File: src/rtl/spi_master.sv
// SPI master, mode 0 (SCLK idles low, MSB first), one WIDTH-bit full-duplex
// transfer per accepted start. All pin outputs come straight from flops so
// SCLK, SEL_ and MOSI are glitch-free at the PMOD pins.
//
// state | meaning
// ------+-------------------------------------------------------------
// IDLE  | SEL_ high, SCLK low, waiting for start
// SETUP | SEL_ low, first MOSI bit settling before the first SCLK rise
// HIGH  | SCLK high; MISO sampled on the edge that ends this phase
// LOW   | SCLK low between bits; MOSI already advanced to the next bit
// HOLD  | SCLK low after the last bit, SEL_ still asserted
// GAP   | SEL_ released, busy still high to space frames apart
module spi_master #(
  parameter int WIDTH  = 8,
  parameter int CLKDIV = 4
) (
  input  logic             clk,
  input  logic             reset_,
  input  logic             start,
  input  logic [WIDTH-1:0] data_in,
  output logic             busy,
  output logic             done,
  output logic [WIDTH-1:0] data_out,
  output logic             ucSEL_,
  output logic             ucSCLK,
  output logic             ucMOSI,
  input  logic             ucMISO
);

  localparam int DW = (CLKDIV > 1) ? $clog2(CLKDIV) : 1;
  localparam int BW = (WIDTH > 1) ? $clog2(WIDTH) : 1;
  localparam logic [DW-1:0] DIV_LAST = DW'(CLKDIV - 1);
  localparam logic [BW-1:0] BIT_LAST = BW'(WIDTH - 1);

  typedef enum logic [2:0] {
    S_IDLE,
    S_SETUP,
    S_HIGH,
    S_LOW,
    S_HOLD,
    S_GAP
  } state_e;

  state_e           state_q, state_d;
  logic [DW-1:0]    div_q, div_d;
  logic [BW-1:0]    bit_q, bit_d;
  logic [WIDTH-1:0] tx_q, tx_d;
  logic [WIDTH-1:0] rx_q, rx_d;
  logic [WIDTH-1:0] data_out_q, data_out_d;
  logic             sel_q, sel_d;
  logic             sclk_q, sclk_d;
  logic             busy_q, busy_d;
  logic             done_q, done_d;
  logic             phase_end;

  assign phase_end = (div_q == DIV_LAST);

  // State register and all output flops; reset aborts any transfer silently.
  always_ff @(posedge clk) begin
    if (!reset_) begin
      state_q    <= S_IDLE;
      div_q      <= '0;
      bit_q      <= '0;
      tx_q       <= '0;
      rx_q       <= '0;
      data_out_q <= '0;
      sel_q      <= 1'b1;
      sclk_q     <= 1'b0;
      busy_q     <= 1'b0;
      done_q     <= 1'b0;
    end else begin
      state_q    <= state_d;
      div_q      <= div_d;
      bit_q      <= bit_d;
      tx_q       <= tx_d;
      rx_q       <= rx_d;
      data_out_q <= data_out_d;
      sel_q      <= sel_d;
      sclk_q     <= sclk_d;
      busy_q     <= busy_d;
      done_q     <= done_d;
    end
  end

  // Next-state logic: every phase lasts exactly CLKDIV cycles, so the pin
  // edges land on fixed offsets from acceptance regardless of data.
  always_comb begin
    state_d    = state_q;
    bit_d      = bit_q;
    tx_d       = tx_q;
    rx_d       = rx_q;
    data_out_d = data_out_q;
    sel_d      = sel_q;
    sclk_d     = sclk_q;
    busy_d     = busy_q;
    done_d     = 1'b0;

    if (state_q == S_IDLE) begin
      div_d = '0;
    end else if (phase_end) begin
      div_d = '0;
    end else begin
      div_d = div_q + 1'b1;
    end

    case (state_q)
      S_IDLE: begin
        if (start) begin
          tx_d    = data_in;
          sel_d   = 1'b0;
          busy_d  = 1'b1;
          state_d = S_SETUP;
        end
      end
      S_SETUP: begin
        if (phase_end) begin
          sclk_d  = 1'b1;
          state_d = S_HIGH;
        end
      end
      S_HIGH: begin
        if (phase_end) begin
          // MISO has been stable for the whole high phase; take it now.
          rx_d   = {rx_q[WIDTH-2:0], ucMISO};
          sclk_d = 1'b0;
          if (bit_q == BIT_LAST) begin
            bit_d   = '0;
            state_d = S_HOLD;
          end else begin
            bit_d   = bit_q + 1'b1;
            tx_d    = {tx_q[WIDTH-2:0], 1'b0};
            state_d = S_LOW;
          end
        end
      end
      S_LOW: begin
        if (phase_end) begin
          sclk_d  = 1'b1;
          state_d = S_HIGH;
        end
      end
      S_HOLD: begin
        if (phase_end) begin
          sel_d      = 1'b1;
          data_out_d = rx_q;
          done_d     = 1'b1;
          state_d    = S_GAP;
        end
      end
      S_GAP: begin
        if (phase_end) begin
          busy_d  = 1'b0;
          state_d = S_IDLE;
        end
      end
      default: begin
        state_d = S_IDLE;
      end
    endcase
  end

  assign busy     = busy_q;
  assign done     = done_q;
  assign data_out = data_out_q;
  assign ucSEL_   = sel_q;
  assign ucSCLK   = sclk_q;
  // MOSI is the top of the shift register, so it only moves when tx_q does.
  assign ucMOSI   = tx_q[WIDTH-1];

endmodule

File: config.mk
export PLATFORM = sky130hd
export DESIGN_NAME = spi_master
export DESIGN_NICKNAME = d
export VERILOG_FILES = /design/src/rtl/spi_master.sv
export SDC_FILE = /design/constraint.sdc
export NUM_CORES = 1
export LEC_CHECK = 0
export ABC_AREA = 0
export CAP_MARGIN = 10
export CORE_MARGIN = 10
export CORE_UTILIZATION = 40
export DETAILED_ROUTE_END_ITERATION = 8
export SYNTH_ARGS = -nofsm -noshare
export SYNTH_HDL_FRONTEND = slang
export SYNTH_SLANG_ARGS = --single-unit
File: constraint.sdc
create_clock -name clk -period 3.72 [get_ports clk]
set_input_delay 0.744 -clock clk [delete_from_list [all_inputs] [get_ports clk]]
set_output_delay 0.744 -clock clk [all_outputs]
set_load 0.05 [all_outputs]
# --- After elaboration in Yosys (flattened, before gate mapping) ---
# Cells that the tools add are included.
totals:
  register_bits: 36
  inputBits: 12
  wordCells: 61
  out_inout_bits: 13
op_classes:
  addsub: 2
  eq_ne: 13
  n_reduce_logical: 15
  bitwise: 1
  mux: 20
ops:
  columns: ["cell", "n"]
  rows:
  - ["8-bit 2-to-1 mux", 3]
  - ["3-bit 2-to-1 mux", 7]
  - ["8-bit case mux with 2 select lines", 1]
  - ["3-bit case mux with 5 select lines", 1]
  - ["2-bit inequality test, second input constant", 5]
  - ["3-bit equality test, second input constant", 3]
  - ["3-bit AND reduction", 3]
  - ["2-bit nonzero test", 4]
  - ["3-bit by 2-bit equality test with 1-bit output, second input constant", 2]
  - ["1-bit case mux with 2 select lines", 3]
  - ["2-bit AND reduction", 3]
  - ["1-bit 2-to-1 mux", 5]
  - ["5-bit AND reduction", 1]
  - ["4-bit AND reduction", 1]
  - ["3-bit by 1-bit adder with 3-bit output, second input constant", 1]
  - ["3-bit by 1-bit equality test with 1-bit output, second input constant", 1]
  - ["3-bit logical NOT", 1]
  - ["3-bit OR reduction", 1]
  - ["2-bit by 1-bit adder with 2-bit output, second input constant", 1]
  - ["2-bit equality test, second input constant", 1]
  - ["2-bit by 1-bit inequality test with 1-bit output, second input constant", 1]
  - ["2-bit OR reduction", 1]
  - ["1-bit NOT", 1]

# --- Depth between registers and ports, before layout ---
# Gate-level depths: netlist of the first run.
depth:
  word_depth: 4
  depth_mapped: 6
  mapped_depth_nobuf: 5

# --- Worst setup path before layout of the first run ---
# OpenSTA, ideal clock, no wires.
synth_path:
  path_type: "reg2reg"
  start: "register bit_q[0]"
  end: "register tx_q[1]"
  path_slack_ns: 2.223
  stages_incl_launch_ff: 7
  setup_time_ns: 0.119
  n_path_buf: 1
  arrival_ns: 1.378
  required_time_ns: 3.601
  synth_period_minus_slack_ns: 1.497
  path_cell_list: "dfxtp_1 -> ha_1 -> ha_1 -> nand3b_4 -> and2_1 -> buf_2 -> o221a_2"
synth_between:
  elab_chain_len: 3
synth_lines:
  columns: ["item", "line", "text"]
  rows:
  - ["start: declaration", "46", "logic [BW-1:0] bit_q, bit_d;"]
  - ["start signal: assignment", "74", "bit_q <= bit_d;"]
  - ["3-bit equality test", "126", "if (bit_q == BIT_LAST) begin"]
  - ["2-bit inequality test (no line)", null, null]
  - ["4-bit AND reduction (no line)", null, null]
  - ["end signal: assignment", "75", "tx_q <= tx_d;"]
  - ["end: declaration", "47", "logic [WIDTH-1:0] tx_q, tx_d;"]
# Every way passes these cells.
# A chain may end at the register's enable or synchronous reset.

# --- Final worst setup path of the first run ---
layout_path:
  start: "register data_out_q[4], in the netlist data_out[4]"
  end: "output port data_out[4]"
layout_lines:
  columns: ["item", "line", "text"]
  rows:
  - ["start: declaration", "49", "logic [WIDTH-1:0] data_out_q, data_out_d;"]
  - ["start signal: assignment", "77", "data_out_q <= data_out_d;"]
  - ["end: declaration", "23", "output logic [WIDTH-1:0] data_out,"]
# No word-level cell between the ends.

==> implementation parameters, run 1 <==
Parameter                              Value

Outcome
  Result of the run ... finished clean

Placement
  Count of input and output buffers ... 24
  Inst Count DP ... around 210
  Placed cell area ... between 1500 and 2000 sq um
  GPL Wtd Cong ... between 0.7 and 0.8
  Detailed placement HPWL ... 2.33 mm

Clocking
  Number of buffers inserted to repair setup after CTS ... 0
  Resized Gates After CTS ... 0
  CTS tree ... yes
  Number of levels in the clock H-tree ... 2
  Master cell of the clock root buffer ... sky130_fd_sc_hd__clkbuf_8
  Clock transition time at the flip-flop clock pins of the worst setup and hold paths ... around 0.07 ns
  Clock latency on the worst-skew pair ... a little under 0.3 ns
  TritonCTS Buffers ... 5
  Hold-fix buffer count after cts ... 0
  Clock sink count ... 36
  Maximum number of buffers from clock root to sink ... 2

Floorplanning
  Core footprint ... roughly 3700 sq um
  DIE AREA ... between 6000 and 7000 sq um
  Initial Util ... 0.419
  Number of top-level pins ... 25
  Die H ... around 82 um
  Std cell rows ... 22
  Chip Width ... 82.2 um

Route
  Post-detailed-route wirelength per cell ... approximately 15 um
  Detailed Routing Iterations Pass 1 ... 4
  Number of vias after detailed routing ... 1139
  DR WL met2 ... 1.48 mm
  Top Layer Used ... met4
  Residual antenna-violating net count after detailed routing ... 0
  Detailed-routing wirelength on met1 ... between 1 and 1.5 mm
  Ratio of routed vias to standard cells ... ~5.2
  Length of routed met3 wiring ... 198 um
  DRC Markers ... 0
  Iter 0 DRT Violations ... 55
  Total wire length ... between 3 and 4 mm

Logic synthesis
  Main flop type after synthesis ... sky130_fd_sc_hd__dfxtp_1
  List of most frequent post-synthesis cells ... 36 x sky130_fd_sc_hd__dfxtp_1, 34 x sky130_fd_sc_hd__nand2_1, 11 x sky130_fd_sc_hd__a21boi_1, 8 x sky130_fd_sc_hd__a22o_1
  Cell area after technology mapping ... 1550 sq um
  Top cell type's share of synthesized area ... 0.466
  Post-synth EDFFs ... 0
  Count of cell types in the netlist ... 37
  Gate count of the mapped netlist ... 150
  Portion of the post-synthesis area used by sequential elements ... 0.466
  Syn Nets ... about 170
  Most repeated cell in the gate-level netlist after synthesis ... sky130_fd_sc_hd__dfxtp_1
  Average instance area after synthesis ... around 10 sq um
  Top cells by area, synth ... sky130_fd_sc_hd__dfxtp_1 47%, sky130_fd_sc_hd__nand2_1 8.3%, sky130_fd_sc_hd__a21boi_1 5.3%
  Largest area contributor in the netlist ... sky130_fd_sc_hd__dfxtp_1
  Total number of yosys warnings ... 0
  Number of storage elements in the synthesis netlist ... 36
  Ys async rst share ... 0

Finish
  Number of antenna diodes ... 0
  Final core utilization ... 0.510
  Post-route cell area ... about 1900 sq um
  Area growth from synthesis to layout ... 21.6%
  Fin nets ... about 190
  Proportion of layout cells with a drive suffix above 1 ... 0.151
  Final non-filler cell total ... 220

Run
  Maximum Capacitance Violations ... 0

Timing
  Tightest slew margin relative to the limit ... 0.610
  Worst-case clock skew ... between 0.004 and 0.005 ns
  Number of max-slew violations in the final report ... 0
  Period utilization ... 0.592
  Final Hold Viols ... 0
  Crit path time final ... 2.20 ns
  Achievable frequency ... around 450 MHz
  Post-route setup TNS ... 0 ns
  Actual transition at the worst max-transition pin ... about 0.6 ns
  Setup repair after global routing missed its margin ... false
  Final count of negative-setup-slack endpoints ... 0

Critical path
  CP Capture Type ... primary output
  Max incr delay on CP ... 0.81 ns
  Count of buffer and inverter cells on the critical path ... 1
  Startpoint type of the worst setup path ... flop
  Dominant delay contributor by cell family on the critical path ... buffers and inverters
  Category of the most critical setup path ... reg2out
  Number of cells traversed by the worst register-to-register path ... 4
  Required arrival time at the worst endpoint ... ~3 ns
  Slowest cell on crit path ... sky130_fd_sc_hd__clkdlybuf4s50_1
  R2R Setup Slk ... 1.85 ns
  Worst reg2reg endpoint ... bit_q[0]
  CP Data Arrival Time ... between 1 and 1.5 ns
  Number of gates on the worst path with buffers counted ... 1
  Cells traversed along the worst timing path ... clkdlybuf4s50_1
  Worst setup path startpoint ... data_out[4]
  Capturing instance or port of the critical path ... data_out[4]
  Maximum fanout along the worst path ... 2
  Worst R2R Start ... div_q[0]

Hold path
  Path category of the worst min-delay check ... reg2reg
  Worst hold path depth ... 1

Global routing
  First-pass GRT wire length ... 5.39 mm
  Antenna violations before repair ... 0
  Number of global-route vias before repair ... 1154
  Grt ovf ... 0
  Global routing usage summed across all routing layers ... 0.101
  Largest net degree at the start of global routing ... 30

Power
  Pwr/cell area ... about 430 nW/um^2
  Pleak ... between 0.7 and 0.8 nW
  Maximum resistive drop on vdd ... roughly 0.16 mV
## metal layers
layer / vias up / GRT usage
li1: 571 / -
met1: 544 / 0.118
met2: 19 / 0.161
met3: 5 / 0.0454
met4: 0 / 0.0357
met5: - / 0
## cell families after synthesis
| group | count (synthesis) | synth area share |
|---|---|---|
| multiplexers | 7 | 0.0453 |
| adder cells (fa/ha/maj) | 3 | 0.0243 |
| flip-flops | 36 | 0.466 |
| AND/OR/NAND/NOR | 54 | 0.195 |
| buffers and inverters | 13 | 0.0623 |
| AO/OA/AOI/OAI | 37 | 0.207 |
## layout make-up
cell class	count	area, sq um
fillers	366	1810
multi-input cells	101	729
flip-flops and latches	36	721
repair buffers	26	255
clock buffers	5	68.8
well taps	48	60.1
clock inverters	3	42.5
inverters	1	3.75
## state kept, by name (all words and copies together), names as in the netlist
name	count
bit_q	3
busy	1
data_out	8
div_q	2
done	1
rx_q	8
state_q	3
tx_q	8
ucSCLK	1
ucSEL_	1
## power breakdown
| part | switching [mW] | internal, mW |
|---|---|---|
| clock network | 0.138 | 0.198 |
| registers | 0.00617 | 0.396 |
| logic | 0.0325 | 0.0330 |
| total | 0.177 | 0.627 |
## worst reg2reg max path, cell delays in order, from the launching register on
cell                        delay (ns)
sky130_fd_sc_hd__dfxtp_1          0.34
sky130_fd_sc_hd__ha_1             0.39
sky130_fd_sc_hd__nand4bb_1        0.47
sky130_fd_sc_hd__or3_1            0.48
sky130_fd_sc_hd__a21boi_1         0.12
## cells in the final DEF, fill, tap and decap left out, types with 2 or more instances in the layout
master / n
sky130_fd_sc_hd__dfxtp_1: 36
sky130_fd_sc_hd__nand2_1: 34
sky130_fd_sc_hd__clkdlybuf4s50_1: 24
sky130_fd_sc_hd__a21boi_1: 11
sky130_fd_sc_hd__a22o_1: 8
sky130_fd_sc_hd__mux2i_1: 7
sky130_fd_sc_hd__o221a_2: 7
sky130_fd_sc_hd__clkbuf_8: 5
sky130_fd_sc_hd__o21ai_0: 4
sky130_fd_sc_hd__a21boi_0: 3
sky130_fd_sc_hd__ha_1: 3
sky130_fd_sc_hd__nor2b_1: 2
sky130_fd_sc_hd__buf_4: 2
## worst min-delay path by stage
stage	startpoint	endpoint
floorplan	div_q[0]	div_q[0]
global placement	div_q[0]	div_q[0]
detailed placement	div_q[0]	div_q[0]
CTS	div_q[0]	div_q[0]
global route	div_q[0]	div_q[0]
finish	div_q[0]	div_q[0]
## per-stage QoR
step	total power [mW]	hold slack [ns]	setup slack, ns
final	0.804	0.445	1.52
after global routing	0.839	0.478	1.45
after CTS	0.813	0.452	1.49
after detailed placement	0.477	0.442	1.39
after global placement	0.475	0.416	1.49
after floorplan	0.453	0.407	2.22
Power figures use the tool's default switching activity.
==> run 2: changes to the inputs <==
Clock period 3.72 ns to 1.9 ns, I/O delays scaled along.
==> implementation parameters, run 2 (synthesis gave the netlist of run 1 again) <==
Parameter                              Value

Timing
  Number of max-slew violations in the final report ... 0 (unchanged)
  Crit path time final ... 1.81 ns
  Tightest slew margin relative to the limit ... 0.665 (+0.0557)
  Post-route setup TNS ... 0 ns (unchanged)
  Actual transition at the worst max-transition pin ... 0.500 ns (-0.0839 ns)
  Period utilization ... 0.955
  Achievable frequency ... 551 MHz
  Setup repair after global routing missed its margin ... false
  Final Hold Viols ... 0 (unchanged)
  Final count of negative-setup-slack endpoints ... 0 (unchanged)
  Worst-case clock skew ... 0.00748 ns (+0.00313 ns)

Global routing
  Met3 routing resource usage after global routing ... 0.0464 (+0.00108)
  Busiest layer in global routing ... met2
  Met1 Use GR ... 0.110 (-0.00772)
  Global routing usage summed across all routing layers ... 0.0996 (-0.00159)
  Grt ovf ... 0 (unchanged)
  Number of global-route vias before repair ... 1192 (+3.3%)
  First-pass GRT wire length ... 5.23 mm (-2.9%)
  Antenna violations before repair ... 0 (unchanged)
  Met2 track demand over resource ... 0.164 (+0.00311)
  Largest net degree at the start of global routing ... 17 (-43%)

Power
  Share of total power consumed by net switching ... 0.227 (+0.00717)
  Pwr/cell area ... 841 nW/um^2 (+97%)
  Maximum resistive drop on vdd ... 0.446 mV (+170%)
  Combinational power share ... 0.082 (about the same)
  Total design power ... 1.59 mW (+98%)
  Sequential group share of total power ... 0.496 (-0.004)
  Pleak ... 0.747 nW (+4.6%)
  Internal ... 1.23 mW (+96%)
  Share of power burned in the clock network ... 0.422 (+0.004)
  Switching Power ... 0.361 mW (+100%)

Route
  DRC Markers ... 0 (unchanged)
  Post-detailed-route wirelength per cell ... 14.5 um (-0.28%)
  Total wire length ... 3.24 mm (+1.5%)
  Detailed Routing Iterations Pass 1 ... 4 (unchanged)
  Residual antenna-violating net count after detailed routing ... 0 (unchanged)
  Number of vias after detailed routing ... 1165 (+2.3%)
  Iter 0 DRT Violations ... 69 (+25%)
  Ratio of routed vias to standard cells ... 5.20 (+0.46%)

Clocking
  Clock latency on the worst-skew pair ... 0.29 ns (about the same)
  Hold-fix buffer count after cts ... 0 (unchanged)
  Resized Gates After CTS ... 0 (unchanged)
  Maximum number of buffers from clock root to sink ... 2 (unchanged)
  CTS tree ... yes
  Master cell of the clock root buffer ... sky130_fd_sc_hd__clkbuf_8
  TritonCTS Buffers ... 5 (unchanged)
  Clock transition time at the flip-flop clock pins of the worst setup and hold paths ... 0.08 ns (about the same)
  Number of levels in the clock H-tree ... 2 (unchanged)
  Clock sink count ... 36 (unchanged)
  Number of buffers inserted to repair setup after CTS ... 0 (unchanged)

Placement
  GPL Wtd Cong ... 0.743 (+2.8%)
  Count of input and output buffers ... 24 (unchanged)
  Detailed placement HPWL ... 2.32 mm (-0.48%)

Critical path
  Slowest cell on crit path ... sky130_fd_sc_hd__clkdlybuf4s50_1
  Max incr delay on CP ... 0.80 ns (about the same)
  CP Capture Type ... primary output
  Category of the most critical setup path ... reg2out
  Startpoint type of the worst setup path ... flop
  CP Data Arrival Time ... 1.43 ns (-0.03 ns)
  Count of buffer and inverter cells on the critical path ... 1 (unchanged)
  Cells traversed along the worst timing path ... clkdlybuf4s50_1
  Maximum fanout along the worst path ... 2 (unchanged)
  Required arrival time at the worst endpoint ... 1.52 ns (-1.46 ns)
  R2R Setup Slk ... 0.28 ns (-1.57 ns)
  Dominant delay contributor by cell family on the critical path ... buffers and inverters

Finish
  Proportion of layout cells with a drive suffix above 1 ... 0.216 (+0.0647)
  Area growth from synthesis to layout ... 22.2%
  Total area of multi-input combinational cells ... 729 sq um (unchanged)
  Storage cell area ... 721 sq um (unchanged)
  Fin nets ... 190 (+2.2%)
  Number of antenna diodes ... 0 (unchanged)
  Final core utilization ... 0.513 (+0.00271)
  Number of filler cells placed in the layout ... 350 (-4.4%)
  Most common cell after layout, fill and taps aside ... sky130_fd_sc_hd__dfxtp_1
  Highest-count cells in the layout ignoring fill and taps ... 36 x sky130_fd_sc_hd__dfxtp_1, 34 x sky130_fd_sc_hd__nand2_1, 16 x sky130_fd_sc_hd__clkdlybuf4s50_1, 14 x sky130_fd_sc_hd__buf_4, 11 x sky130_fd_sc_hd__a21boi_1

Outcome
  Result of the run ... finished clean

Floorplanning
  Core footprint ... 3690 sq um (unchanged)
  Std cell rows ... 22 (unchanged)
  Die H ... 82.2 um (unchanged)
  Chip Width ... 82.2 um (unchanged)
  Number of top-level pins ... 25 (unchanged)
  Initial Util ... 0.419 (unchanged)
  DIE AREA ... 6750 sq um (unchanged)

Hold path
  Path category of the worst min-delay check ... reg2reg

Run
  Maximum Capacitance Violations ... 0 (unchanged)
## run 2: changes by cell type in the layout (fill, tap and decap cells not counted), sizes merged
cell and delta:
buf +12, clkdlybuf4s50 -8
## run 2: worst paths after layout
check | startpoint | end | cells past startpoint
worst min-delay path | div_q[0] | div_q[0] | 1
worst max register to register | bit_q[0] | tx_q[6] | 5
worst max-delay path | data_out[2] | data_out[2] | 1
worst min register to register | div_q[0] | div_q[0] | 1
## run 2: power by group through the flow
stage                     Sequential, mW  Clock, mW  Combinational (mW)
after global routing               0.790      0.701               0.141
after detailed placement           0.805          0               0.132
after CTS                          0.788      0.678               0.132
after floorplan                    0.820          0              0.0668
after global placement             0.805          0               0.127
final                              0.788      0.670               0.131
## run 2: layer usage
metal  vias up  routed length, um
li1        582                  -
met1       559               1490
met2        20               1520
met3         4                206
met4         0                 30
met5         -                  0
## run 2: cell type report
class,count,share of cell area
Timing Repair Buffer,30,0.140
Clock buffer,5,0.0364
Clock inverter,3,0.0225
Sequential cell,36,0.381
Multi-Input combinational cell,101,0.386
Tap cell,48,0.0318
Inverter,1,0.00199
## run 2: metrics by stage
step                worst slack, ns  cells  hold slack (ns)  instance area, sq um
floorplan                     0.403    150            0.407                  1550
global placement              0.315    216            0.414                  1780
detailed placement            0.269    216            0.439                  1780
CTS                          0.0708    224            0.450                  1890
global route                 0.0369    224            0.452                  1890
finish                       0.0856    224            0.449                  1890
==> run 3: changes to the inputs <==
Settings changed: PLACE_DENSITY_LB_ADDON set to 0.2.
==> implementation parameters, run 3 (synthesis gave the netlist of run 1 again) <==
Parameter                              Value

Clocking
  Hold-fix buffer count after cts ... 0 (unchanged)
  Master cell of the clock root buffer ... sky130_fd_sc_hd__clkbuf_8
  Clock latency on the worst-skew pair ... 0.29 ns (about the same)
  Number of buffers inserted to repair setup after CTS ... 0 (unchanged)
  Resized Gates After CTS ... 0 (unchanged)
  CTS tree ... yes
  TritonCTS Buffers ... 5 (unchanged)
  Number of levels in the clock H-tree ... 2 (unchanged)
  Maximum number of buffers from clock root to sink ... 2 (unchanged)
  Clock transition time at the flip-flop clock pins of the worst setup and hold paths ... 0.07 ns (about the same)
  Clock sink count ... 36 (unchanged)

Floorplanning
  Chip Width ... 82.2 um (unchanged)
  Number of top-level pins ... 25 (unchanged)
  Std cell rows ... 22 (unchanged)
  Core footprint ... 3690 sq um (unchanged)
  Initial Util ... 0.419 (unchanged)
  Die H ... 82.2 um (unchanged)
  DIE AREA ... 6750 sq um (unchanged)

Finish
  Area growth from synthesis to layout ... 21.5%
  Final core utilization ... 0.509 (-0.00305)
  Number of antenna diodes ... 0 (unchanged)
  Total area of multi-input combinational cells ... 729 sq um (unchanged)
  Post-route cell area ... 1880 sq um (-0.60%)
  Most common cell after layout, fill and taps aside ... sky130_fd_sc_hd__dfxtp_1
  Final non-filler cell total ... 223 (-0.45%)
  Highest-count cells in the layout ignoring fill and taps ... 36 x sky130_fd_sc_hd__dfxtp_1, 34 x sky130_fd_sc_hd__nand2_1, 16 x sky130_fd_sc_hd__clkdlybuf4s50_1, 13 x sky130_fd_sc_hd__buf_4, 11 x sky130_fd_sc_hd__a21boi_1
  Fin nets ... 189 (-0.53%)
  Storage cell area ... 721 sq um (unchanged)
  Proportion of layout cells with a drive suffix above 1 ... 0.206 (-0.0102)
  Number of filler cells placed in the layout ... 353 (+0.86%)

Global routing
  Grt ovf ... 0 (unchanged)
  First-pass GRT wire length ... 4.93 mm (-5.7%)
  Number of global-route vias before repair ... 1066 (-11%)
  Largest net degree at the start of global routing ... 17 (unchanged)
  Antenna violations before repair ... 0 (unchanged)
  Global routing usage summed across all routing layers ... 0.0940 (-0.00565)

Timing
  Period utilization ... 0.955 (about the same)
  Tightest slew margin relative to the limit ... 0.663 (-0.00261)
  Crit path time final ... 1.82 ns (+0.000742 ns)
  Final count of negative-setup-slack endpoints ... 0 (unchanged)
  Final worst hold slack ... 0.442 ns (-0.00702 ns)
  Number of max-slew violations in the final report ... 0 (unchanged)
  Worst-case clock skew ... 0.00539 ns (-0.00209 ns)
  Final Hold Viols ... 0 (unchanged)
  Actual transition at the worst max-transition pin ... 0.504 ns (+0.00390 ns)
  Achievable frequency ... 551 MHz (about the same)
  Setup repair after global routing missed its margin ... false
  Post-route setup TNS ... 0 ns (unchanged)

Critical path
  CP Capture Type ... primary output
  Required arrival time at the worst endpoint ... 1.52 ns (about the same)
  CP Data Arrival Time ... 1.44 ns (about the same)
  Worst R2R Start ... bit_q[0]
  Dominant delay contributor by cell family on the critical path ... buffers and inverters
  Count of buffer and inverter cells on the critical path ... 1 (unchanged)
  Slowest cell on crit path ... sky130_fd_sc_hd__clkdlybuf4s50_1
  Maximum fanout along the worst path ... 2 (unchanged)
  Cells traversed along the worst timing path ... clkdlybuf4s50_1
  Number of gates on the worst path with buffers counted ... 1 (unchanged)
  R2R Setup Slk ... 0.28 ns (about the same)
  Max incr delay on CP ... 0.81 ns (about the same)
  Worst reg2reg endpoint ... tx_q[3]
  Startpoint type of the worst setup path ... flop
  Number of cells traversed by the worst register-to-register path ... 5 (unchanged)
  Category of the most critical setup path ... reg2out

Route
  DRC Markers ... 0 (unchanged)
  Total wire length ... 3.05 mm (-6.0%)
  Residual antenna-violating net count after detailed routing ... 0 (unchanged)
  Ratio of routed vias to standard cells ... 5.22 (+0.28%)
  Post-detailed-route wirelength per cell ... 13.7 um (-5.6%)
  Number of vias after detailed routing ... 1163 (-0.17%)
  Detailed Routing Iterations Pass 1 ... 4 (unchanged)
  Iter 0 DRT Violations ... 46 (-33%)

Hold path
  Hold_sp ... div_q[0]
  Worst Hold End ... div_q[0]
  Path category of the worst min-delay check ... reg2reg
  Worst hold path depth ... 1 (unchanged)

Placement
  Inst Count DP ... 215 (-0.46%)
  Placed cell area ... 1770 sq um (-0.42%)
  GPL Wtd Cong ... 0.802 (+7.8%)
  Detailed placement HPWL ... 2.21 mm (-4.6%)
  Count of input and output buffers ... 24 (unchanged)

Power
  Pwr/cell area ... 839 nW/um^2 (-0.15%)
  Maximum resistive drop on vdd ... 0.414 mV (-7.2%)
  Pleak ... 0.743 nW (-0.59%)

Outcome
  Result of the run ... finished clean

Run
  Maximum Capacitance Violations ... 0 (unchanged)
[run 3: changes by cell type in the layout (fill, tap and decap cells not counted)]
cell | before | now
sky130_fd_sc_hd__clkinvlp_4 | 1 | 0
sky130_fd_sc_hd__buf_4 | 14 | 13
sky130_fd_sc_hd__clkbuf_1 | 0 | 1
[run 3: final cells by class]
type / instances / area share
clock buffers: 6 / 0.0386
clock inverters: 2 / 0.0186
multi-input cells: 101 / 0.388
well taps: 48 / 0.0320
inverters: 1 / 0.00200
repair buffers: 29 / 0.137
flip-flops and latches: 36 / 0.383
[run 3: how the worst max path moves through the flow]
stage	from	end	slack [ns]
6_report	data_out[0]	data_out[0]	0.08
4_1_cts	data_out[0]	data_out[0]	0.05
3_5_place_dp	start	tx_q[5]	0.28
3_3_place_gp	start	tx_q[5]	0.32
2_1_floorplan	bit_q[0]	tx_q[1]	0.40
5_1_grt	data_out[0]	data_out[0]	0.03
[run 3: where the power goes]
part	total, mW	internal [mW]	switching [mW]
registers	0.788	0.775	0.0128
clock network	0.659	0.389	0.270
logic	0.131	0.0656	0.0650
[run 3: through the flow]
step | setup WS, ns | power [mW]
after detailed placement | 0.278 | 0.935
final | 0.0849 | 1.58
after floorplan | 0.403 | 0.887
after global placement | 0.319 | 0.931
after CTS | 0.0501 | 1.60
after global routing | 0.0309 | 1.63
[run 3: per-layer routing]
layer / vias up / GRT usage / part of all wire
met3: 7 / 0.0356 / 0.059
met5: - / 0 / 0
met1: 552 / 0.113 / 0.47
met4: 0 / 0.0510 / 0.020
li1: 579 / - / -
met2: 25 / 0.142 / 0.45
==> edit (settings of run 3) <==
Set the parameter `CLKDIV` to 2 (it was 4).
--- a/src/rtl/spi_master.sv
+++ b/src/rtl/spi_master.sv
@@ -12,7 +12,7 @@
 // GAP   | SEL_ released, busy still high to space frames apart
 module spi_master #(
   parameter int WIDTH  = 8,
-  parameter int CLKDIV = 4
+  parameter int CLKDIV = 2
 ) (
   input  logic             clk,
   input  logic             reset_,
Function: changed (a bounded check fails within 4 cycles, from zero or initial values and one cycle with reset_ low).
==> edit against run 3 <==
Count of clock-buffer cells in the layout stayed put; register-to-register slack better by 50 ps; area after synthesis is 1.9% lower; routed wire length is 4.1% lower; cell area is 3.0% lower; sequential cell count is 1 lower; highest routed layer unchanged; setup slack better by 3.4 ps; power is 7.3% lower; clock power is 23% lower; clock skew is 0.74 ps lower.
==> edit: results (changes against run 3) <==
[yosys]
syn-num-nets = 163  ; -1.2%
ys_seq_area_share_pct = 46.2  ; -0.40 points
synth.avg_cell_area_um2 = 10.2  ; -1.3%
synth_common_cells = 35 x dfxtp_1, 35 x nand2_1, 11 x a21boi_1, 8 x a22o_1, 7 x mux2i_1
synth_area_leaders = dfxtp_1 46%, nand2_1 8.7%, a21boi_1 5.4%, a22o_1 4.6%, mux2i_1 4.6%

[worst_hold_path]
min-delay-start = bit_q[1]$_SDFFE_PN0P_

[timing]
fin_skew_ps = 4.65  ; -0.743 ps
maxSlewHeadroom_pct = 65.7  ; -0.58 points
hold_slack_ps = 459  ; +16.7 ps

[power]
p_comb_share_pct = 11.5  ; +3.2 points
p_leak_nw = 0.704  ; -5.2%
peakVddDrop_mv = 0.452  ; +9.1%
p_per_area_mw_per_mm2 = 802  ; -4.5%
clockPowerShare_pct = 34.8  ; -7.0 points

[worst_setup_path]
rr_endpoint = tx_q[5]$_SDFFE_PN0P_
critPathLaunch = tx_q[7]$_SDFFE_PN0P_
r2r_setup_slack_ps = 330  ; +50 ps

[global_route]
grt_util_met3_pct = 3.28  ; -0.29 points
grt_pass1_wl_um = 5070  ; +2.8%
grt_use_total_pct = 9.58  ; +0.19 points
use_met1_pct = 11.9  ; +0.61 points
grt_max_degree = 16  ; -1

[placement]
pre_cts_ws_ps = 268  ; -10.4 ps
gp_congestion = 0.759  ; -5.3%
dp.cells = 213  ; -0.93%

[layout]
stdcell_count = 221  ; -0.90%
fillers = 352  ; -0.28%

[status]
status = completed

[drt]
drt_iter0_markers = 84  ; +83%

-- edit: cell families (layout without fill, tap and decap cells) --
| logic type | Yosys count | after routing | share of synthesized area [%] |
|---|---|---|---|
| muxes | 7 | 7 | 4.62 |
| and+or+nand+nor | 53 | 53 | 19.3 |
| DFF | 35 | 35 | 46.2 |
| buffers and inverters | 14 | 38 | 6.77 |
| adders and majority gates | 2 | 2 | 1.65 |
| AOI/OAI and AO/OA | 38 | 38 | 21.5 |
-- edit: cell type report --
| type | count | area [um2] | share of cell area, % |
|---|---|---|---|
| Sequential cell | 35 | 701 | 38.4 |
| Timing Repair Buffer | 29 | 260 | 14.3 |
| Clock buffer | 6 | 72.6 | 3.98 |
| Clock inverter | 2 | 12.5 | 0.686 |
| Multi-Input combinational cell | 100 | 713 | 39.1 |
| Inverter | 1 | 3.75 | 0.206 |
| Tap cell | 48 | 60.1 | 3.29 |
